--- src/rtl/axi_aw_arb3.sv ---
// Three-port AXI write-address arbiter with fixed, round-robin and weighted modes.
// One registered output slot; m_awid carries the source port index in its top two bits.
module axi_aw_arb3 #(
  parameter int unsigned ADDR_W = 32,
  parameter int unsigned ID_W   = 4,
  parameter int unsigned LEN_W  = 8
) (
  input  logic                aclk,
  input  logic                areset,
  input  logic                arb_en,
  input  logic [1:0]          arb_mode,
  input  logic [15:0]         weight_setting0,
  input  logic [15:0]         weight_setting1,
  input  logic [15:0]         weight_setting2,
  input  logic                s0_awvalid,
  output logic                s0_awready,
  input  logic [ADDR_W-1:0]   s0_awaddr,
  input  logic [ID_W-1:0]     s0_awid,
  input  logic [LEN_W-1:0]    s0_awlen,
  input  logic                s1_awvalid,
  output logic                s1_awready,
  input  logic [ADDR_W-1:0]   s1_awaddr,
  input  logic [ID_W-1:0]     s1_awid,
  input  logic [LEN_W-1:0]    s1_awlen,
  input  logic                s2_awvalid,
  output logic                s2_awready,
  input  logic [ADDR_W-1:0]   s2_awaddr,
  input  logic [ID_W-1:0]     s2_awid,
  input  logic [LEN_W-1:0]    s2_awlen,
  output logic                m_awvalid,
  input  logic                m_awready,
  output logic [ADDR_W-1:0]   m_awaddr,
  output logic [ID_W+1:0]     m_awid,
  output logic [LEN_W-1:0]    m_awlen
);
  localparam int unsigned CNT_W = 17;
  localparam int unsigned MID_W = ID_W + 2;
  localparam logic [CNT_W-1:0] CNT_MAX = '1;
  localparam logic [1:0] LAST_RST = 2'd2;

  logic [1:0]        last_q, last_d;
  logic [CNT_W-1:0]  cnt_q, cnt_d;
  logic              m_awvalid_q, m_awvalid_d;
  logic [ADDR_W-1:0] m_awaddr_q, m_awaddr_d;
  logic [MID_W-1:0]  m_awid_q, m_awid_d;
  logic [LEN_W-1:0]  m_awlen_q, m_awlen_d;

  logic [2:0]  valid, rr_grant, grant, ready, last_oh;
  logic [15:0] last_weight;
  logic        last_valid, quota_ok, slot_free;
  logic [1:0]  acc_port;

  assign valid     = {s2_awvalid, s1_awvalid, s0_awvalid};
  assign slot_free = ~m_awvalid_q | m_awready;

  // Rotation order after the last accepted port, plus that port's quota view.
  always_comb begin
    rr_grant    = 3'b000;
    last_oh     = 3'b100;
    last_weight = weight_setting2;
    case (last_q)
      2'd0: begin
        last_oh     = 3'b001;
        last_weight = weight_setting0;
        if (valid[1])      rr_grant = 3'b010;
        else if (valid[2]) rr_grant = 3'b100;
        else if (valid[0]) rr_grant = 3'b001;
      end
      2'd1: begin
        last_oh     = 3'b010;
        last_weight = weight_setting1;
        if (valid[2])      rr_grant = 3'b100;
        else if (valid[0]) rr_grant = 3'b001;
        else if (valid[1]) rr_grant = 3'b010;
      end
      default: begin
        if (valid[0])      rr_grant = 3'b001;
        else if (valid[1]) rr_grant = 3'b010;
        else if (valid[2]) rr_grant = 3'b100;
      end
    endcase
  end

  // cnt==0 means nothing accepted since reset, so the quota never holds a port then.
  assign last_valid = |(valid & last_oh);
  assign quota_ok   = (cnt_q != '0) && (cnt_q <= {1'b0, last_weight});

  always_comb begin
    grant = 3'b000;
    if (!arb_en) begin
      grant = {2'b00, valid[0]};
    end else begin
      case (arb_mode)
        2'd0: begin
          if (valid[0])      grant = 3'b001;
          else if (valid[1]) grant = 3'b010;
          else if (valid[2]) grant = 3'b100;
        end
        2'd2:    grant = (last_valid && quota_ok) ? last_oh : rr_grant;
        default: grant = rr_grant;
      endcase
    end
  end

  assign ready      = (slot_free && !areset) ? grant : 3'b000;
  assign s0_awready = ready[0];
  assign s1_awready = ready[1];
  assign s2_awready = ready[2];

  // Slot load/drain and last/cnt bookkeeping.
  always_comb begin
    last_d      = last_q;
    cnt_d       = cnt_q;
    m_awvalid_d = m_awvalid_q;
    m_awaddr_d  = m_awaddr_q;
    m_awid_d    = m_awid_q;
    m_awlen_d   = m_awlen_q;
    acc_port    = 2'd0;
    if (m_awready) m_awvalid_d = 1'b0;
    if (|ready) begin
      m_awvalid_d = 1'b1;
      case (ready)
        3'b010: begin
          acc_port   = 2'd1;
          m_awaddr_d = s1_awaddr;
          m_awid_d   = {2'd1, s1_awid};
          m_awlen_d  = s1_awlen;
        end
        3'b100: begin
          acc_port   = 2'd2;
          m_awaddr_d = s2_awaddr;
          m_awid_d   = {2'd2, s2_awid};
          m_awlen_d  = s2_awlen;
        end
        default: begin
          acc_port   = 2'd0;
          m_awaddr_d = s0_awaddr;
          m_awid_d   = {2'd0, s0_awid};
          m_awlen_d  = s0_awlen;
        end
      endcase
      if (acc_port == last_q) begin
        cnt_d = (cnt_q == CNT_MAX) ? cnt_q : cnt_q + CNT_W'(1);
      end else begin
        last_d = acc_port;
        cnt_d  = CNT_W'(1);
      end
    end
  end

  always_ff @(posedge aclk) begin
    if (areset) begin
      last_q      <= LAST_RST;
      cnt_q       <= '0;
      m_awvalid_q <= 1'b0;
      m_awaddr_q  <= '0;
      m_awid_q    <= '0;
      m_awlen_q   <= '0;
    end else begin
      last_q      <= last_d;
      cnt_q       <= cnt_d;
      m_awvalid_q <= m_awvalid_d;
      m_awaddr_q  <= m_awaddr_d;
      m_awid_q    <= m_awid_d;
      m_awlen_q   <= m_awlen_d;
    end
  end

  assign m_awvalid = m_awvalid_q;
  assign m_awaddr  = m_awaddr_q;
  assign m_awid    = m_awid_q;
  assign m_awlen   = m_awlen_q;
endmodule

--- config.mk ---
export PLATFORM = sky130hd
export DESIGN_NAME = axi_aw_arb3
export DESIGN_NICKNAME = d
export VERILOG_FILES = /design/src/rtl/axi_aw_arb3.sv
export SDC_FILE = /design/constraint.sdc
export NUM_CORES = 1
export LEC_CHECK = 0
export CAP_MARGIN = 10
export CORE_ASPECT_RATIO = 2
export CORE_UTILIZATION = 25
export CTS_CLUSTER_SIZE = 24
export DETAILED_ROUTE_END_ITERATION = 8
export HOLD_SLACK_MARGIN = 0.12
export SLEW_MARGIN = 15
export SYNTH_ARGS = -nofsm -noshare
export SYNTH_HDL_FRONTEND = slang
export SYNTH_SLANG_ARGS = --single-unit
--- constraint.sdc ---
create_clock -name aclk -period 6.3 [get_ports aclk]
set_input_delay 1.26 -clock aclk [delete_from_list [all_inputs] [get_ports aclk]]
set_output_delay 1.26 -clock aclk [all_outputs]
set_load 0.05 [all_outputs]
==> results of run 1 <==
==> power by group <==
group	switching (W)	internal, W
clock	0.000197	0.000318
combinational	0.000328	0.000253
sequential	0.0000312	0.000462
total	0.000556	0.00103
==> kinds of logic after synthesis <==
group	count (synthesis)
multiplexers	20
AND/OR/NAND/NOR	236
buffers and inverters	52
adder cells (fa/ha/maj)	19
flip-flops	66
AO/OA/AOI/OAI	136
==> stage by stage <==
step	util [%]	instances	setup slack, ns
6_report	43.7	954	0.725
5_1_grt	43.7	954	0.556
4_1_cts	43.6	954	0.683
3_5_place_dp	41.7	938	0.695
3_3_place_gp	41.7	938	0.709
2_1_floorplan	-	529	1.34
==> worst min-delay path: stages (launching register included) <==
cell and delay [ns]:
dfxtp_1 0.31, nor2_1 0.09, nor4_1 0.05
==> layout make-up <==
| type | count | area share, % |
|---|---|---|
| clock buffers | 10 | 3.49 |
| clock inverters | 6 | 0.950 |
| inverters | 10 | 0.548 |
| multi-input cells | 411 | 36.1 |
| flip-flops and latches | 66 | 19.3 |
| well taps | 201 | 3.67 |
| repair buffers | 250 | 35.9 |
==> worst paths after layout <==
path / start / endpoint / slack (ns)
hold / removal: m_awaddr[17] / m_awaddr[17] / 0.50
setup / recovery: weight_setting1[13] / s1_awready / 0.72
setup reg to reg: last_q[0] / m_awlen[0] / 1.43
hold reg to reg: m_awaddr[17] / m_awaddr[17] / 0.50
==> cells in the mapped netlist, drive strengths merged (3+ instances only) <==
cell type / number
a21oi: 45
o22ai: 41
or4: 12
a21o: 4
nand3: 10
o21ai: 8
nand2b: 3
nor3: 3
dfxtp: 66
o211ai: 3
nand2: 16
and3: 5
a211oi: 6
nor2: 120
inv: 9
buf: 15
nor2b: 4
mux2i: 18
o31ai: 13
nand4: 9
clkbuf: 27
a22oi: 5
nor4: 44
ha: 19
==> registers in the layout, indices dropped and copies added (netlist names) <==
| register | flops |
|---|---|
| cnt_q | 17 |
| last_q | 2 |
| m_awvalid | 1 |
| m_awlen | 8 |
| m_awaddr | 32 |
| m_awid | 6 |
==> layer usage <==
metal / up-vias / track usage, % / wire length [um]
met3: 46 / 3.62 / 823
met1: 2265 / 17.4 / 5340
li1: 2410 / - / -
met5: - / 0 / 0
met4: 0 / 11.0 / 690
met2: 212 / 40.8 / 9490
==> metrics.yaml, run 1 <==
synth:
  synth_compound_area_share_pct: 21.4
  ys_warn_count: 0
  synth_area_mm2: 0.00401
  ys_top_cells_by_area: "dfxtp_1 33%, nor2_1 11%, nor4_1 6.7%"
  ys_seq_elements: 66
  synth-simple-area-share_pct: 29.0
  synth-adder-area-share_pct: 5.94
  synth_async_sr_flop_share_pct: 0
  synth_cell_types: 47
  synthMuxAreaShare_pct: 5.06
  ys_seq_area_share_pct: 33.0
  syn-num-nets: 737
  synth_ff_type: "dfxtp_1"
  syn_avg_cell_area_um2: 7.57
  synth_top_area_share_pct: 33.0
  synth_cells: 529
  synth-xor-area-share_pct: 0
  synth.largest_area_cell: "dfxtp_1"
  synth-edff-count: 0
  synth_top_family_by_area: "simple AND/OR/NAND/NOR gates"
setup_path:
  crit_cells: 13
  crit_fanout: 14
  ff2ff_path_depth: 15
  max_stage_delay_ns: 0.44
  cp_top_family: "compound AO/OA/AOI/OAI gates"
  worst-path-buf-inv: 3
  cp_slowest_cell: "a221o_2"
  path_class: "input pin to output pin"
  cp-start-kind: "input pin"
  crit_path_end_kind: "output pin"
  arrival_ns: 4.32
  crit_chain: "clkdlybuf4s50_1 -> mux2i_1 -> nor2_1 -> a21oi_1 -> ha_1 -> and4b_4 -> a211oi_2 -> o221ai_1 -> a221o_2 -> mux2_2 -> nand2_2 -> inv_1 -> buf_4"
  required_ns: 5.04
clock_network:
  cts_resized: 0
  numCtsBuffers: 9
  clkTransAtPathRegs_ns: 0.06
  cts_tree: "built"
  ctsRootBufferMaster: "clkbuf_16"
  insertion_delay_ns: 0.33
  clk_path_buf_depth: 2
  post_cts_buffers: 0
  holdBufCountCts: 0
  h-tree-depth: 3
  cts.sinks: 66
die:
  die-area_mm2: 0.0166
  start_util_pct: 25.5
  io_pins: 239
  fp.coreArea_mm2: 0.0157
  die_h_um: 181
  die_x_um: 91.5
  placement_rows: 65
route:
  firstDrtPassIters: 4
  drt_iter0_drc: 138
  drc: 0
  routed_via_density: 5.17
  detail-route-antenna-nets: 0
  wl_per_cell_um: 17.1
  wl_um: 16300
  vias: 4933
cells_and_area:
  drive_gt1_share_pct: 5.84
  design_area_mm2: 0.00685
  layout_common_cells: "234 x clkdlybuf4s50_1, 120 x nor2_1, 65 x dfxtp_1"
  ff_latch_area_mm2: 0.00132
  area_delta_synth_final_pct: 71.1
  nets: 956
  fillCellCount: 1557
  final_common_cell: "clkdlybuf4s50_1"
  multi_input_area_mm2: 0.00248
  n_antenna_cell: 0
place:
  globalplace.congestion: 0.969
  placed_cell_area_mm2: 0.00655
  dp_hpwl_um: 12800
  io_buffers: 238
run:
  max-cap-violations: 0
timing:
  fmax_mhz: 179
  setup-tns-final_ns: 0
  finalSetupViolations: 0
  period_share_pct: 88.5
  max-slew-margin-rel_pct: 29.5
  min_period_ns: 5.58
  tightest_slew_ns: 1.06
  skew_ns: 0.00936
  holdWs_ns: 0.497
  finalHoldViolCount: 0
  slew_violations: 0
  grt_setup_unrepaired: "no"
power:
  finalPower_w: 0.00159
  powerDensity_mw_per_mm2: 232
  ir_drop_mv: 0.125
  power.leakage_nw: 2.53
hold_path:
  hold_path.class: "flop to flop"
  worstHoldPathCells: 2
global_routing:
  grt_pass1_vias: 5130
  grt_usage_pct: 20.0
  antenna_found_initial: 0
  grt_pass1_wl_um: 25600
  grt_overflow: 0
  grt_max_degree: 54
run_status:
  status: "finished clean"
No activity file was read; power rests on OpenSTA's default activity.
==> run 2: changes to the inputs <==
Settings changed: SKIP_CTS_REPAIR_TIMING set to 1.
==> results of run 2 <==
Final layout, timing and power as in run 1 (identical DEF).
==> run 3: changes to the inputs <==
Settings changed: GPL_TIMING_DRIVEN set to 0.
==> metrics.yaml, run 3 (synthesized netlist as in run 1, its figures left out) <==
cells_and_area:
  drive_gt1_share_pct: 4.60  # -1.2 points
  design_area_mm2: 0.00694  # +1.3%
  finalNonFillerCells: 983  # +3.0%
  final_common_cell: "clkdlybuf4s50_1"
  largest_register_ffs: 32  # unchanged
  nets: 985  # +3.0%
  layout_common_cells: "234 x clkdlybuf4s50_1, 120 x nor2_1, 66 x dfxtp_1"
  n_antenna_cell: 0  # unchanged
  fillCellCount: 1592  # +2.2%
  area_delta_synth_final_pct: 73.4
clock_network:
  clkTransAtPathRegs_ns: 0.06  # about the same
  insertion_delay_ns: 0.35  # +0.02 ns
  cts_tree: "built"
  ctsRootBufferMaster: "clkbuf_16"
  h-tree-depth: 3  # unchanged
  numCtsBuffers: 9  # unchanged
  cts.sinks: 66  # unchanged
  clk_path_buf_depth: 2  # unchanged
setup_path:
  cp-start-kind: "input pin"
  crit_path_end_kind: "output pin"
  required_ns: 5.04  # about the same
  arrival_ns: 4.76  # +0.44 ns
  path_class: "input pin to output pin"
  ff2ff_path_depth: 18  # +3
  crit_fanout: 8  # -6
timing:
  timing.final.ws_setup_ns: 0.278  # -0.447 ns
  min_period_ns: 6.02  # +0.447 ns
  grt_setup_unrepaired: "no"
  fmax_mhz: 166  # -7.4%
  max-slew-margin-rel_pct: 61.7  # +32 points
  period_share_pct: 95.6  # +7.1 points
  skew_ns: 0.00879  # -0.000574 ns
  tightest_slew_ns: 0.572  # -0.485 ns
  slew_violations: 0  # unchanged
  finalSetupViolations: 0  # unchanged
  finalHoldViolCount: 0  # unchanged
route:
  met1_length_um: 5760  # +7.8%
  routed_via_density: 5.23  # +1.2%
  firstDrtPassIters: 5  # +1
  met3_length_um: 1000  # +22%
  detail-route-antenna-nets: 0  # unchanged
  drt_iter0_drc: 178  # +29%
  vias: 5142  # +4.2%
  dr.max_layer_used: "met4"
  dr_wl_met2_um: 9850  # +3.8%
  drc: 0  # unchanged
  wl_per_cell_um: 17.7  # +3.3%
  wl_um: 17400  # +6.4%
die:
  die_h_um: 181  # unchanged
  io_pins: 239  # unchanged
  die_x_um: 91.5  # unchanged
  start_util_pct: 25.5  # unchanged
  die-area_mm2: 0.0166  # unchanged
  fp.coreArea_mm2: 0.0157  # unchanged
  placement_rows: 65  # unchanged
place:
  place_worst_setup_slack_ns: -0.205  # -0.900 ns
  io_buffers: 237  # -0.42%
  globalplace.congestion: 0.897  # -7.4%
  dp_hpwl_um: 13900  # +8.2%
  placed_cells: 967  # +3.1%
  placed_cell_area_mm2: 0.00663  # +1.3%
global_routing:
  grt_overflow: 0  # unchanged
  grt_pass1_wl_um: 27000  # +5.4%
  grt_usage_pct: 21.0  # +1.1 points
  antenna_found_initial: 0  # unchanged
  grt_max_degree: 14  # -74%
  grt_pass1_vias: 5367  # +4.6%
run:
  max-cap-violations: 0  # unchanged
power:
  ir_drop_mv: 0.200  # +61%
  powerDensity_mw_per_mm2: 231  # -0.24%
  power.leakage_nw: 2.58  # +2.2%
hold_path:
  worstHoldPathCells: 2  # unchanged
  hold_path.class: "flop to flop"
run_status:
  status: "finished clean"
[run 3: final cells by class]
class                      instances  area, um2  area share (%)
multi-input combinational        411       2460            35.4
clock inverter                     7       77.6            1.12
inverter                          10       37.5           0.541
sequential                        66       1320            19.0
buffer                            42        191            2.76
clock buffer                       9        225            3.24
timing repair buffer             237       2380            34.3
tap                              201        251            3.62
[run 3: per-stage QoR]
stage / util (%) / power [W] / TNS [ns] / hold WS (ns)
global placement: 42.2 / 0.00109 / -0.183 / 0.483
floorplan: - / 0.000823 / 0 / 0.476
global route: 44.2 / 0.00168 / 0 / 0.524
finish: 44.2 / 0.00161 / 0 / 0.491
CTS: 44.2 / 0.00162 / -1.17 / 0.491
detailed placement: 42.2 / 0.00110 / -0.296 / 0.483
[run 3: path summary, 6_finish.rpt]
check	from	to	slack [ns]
max	weight_setting1[8]	s2_awready	0.28
max reg2reg	last_q[1]	cnt_q[13]	1.28
min reg2reg	m_awid[4]	m_awid[4]	0.49
min	m_awid[4]	m_awid[4]	0.49
[run 3: critical path: stages]
cell	delay (ns)
clkdlybuf4s50_1	0.40
mux2i_1	0.14
nor2_1	0.05
a21oi_1	0.24
ha_1	0.32
a41o_1	0.19
a21oi_1	0.13
o211ai_1	0.16
a221o_2	0.48
mux2i_1	0.15
or2_2	0.11
clkbuf_1	0.35
clkinv_1	0.36
dlymetal6s2s_1	0.41
[run 3: layer usage]
layer	up-vias	track usage, %
met1	2385	18.9
met2	233	41.6
li1	2471	-
met4	0	12.3
met3	53	4.34
met5	-	0
[run 3: power breakdown]
group / internal [W] / leakage (nW) / total (W) / switching (W)
Combinational: 0.000257 / 1.90 / 0.000603 / 0.000346
Clock: 0.000309 / 0.135 / 0.000519 / 0.000210
Sequential: 0.000461 / 0.543 / 0.000484 / 0.0000230
Total: 0.00103 / 2.58 / 0.00161 / 0.000579
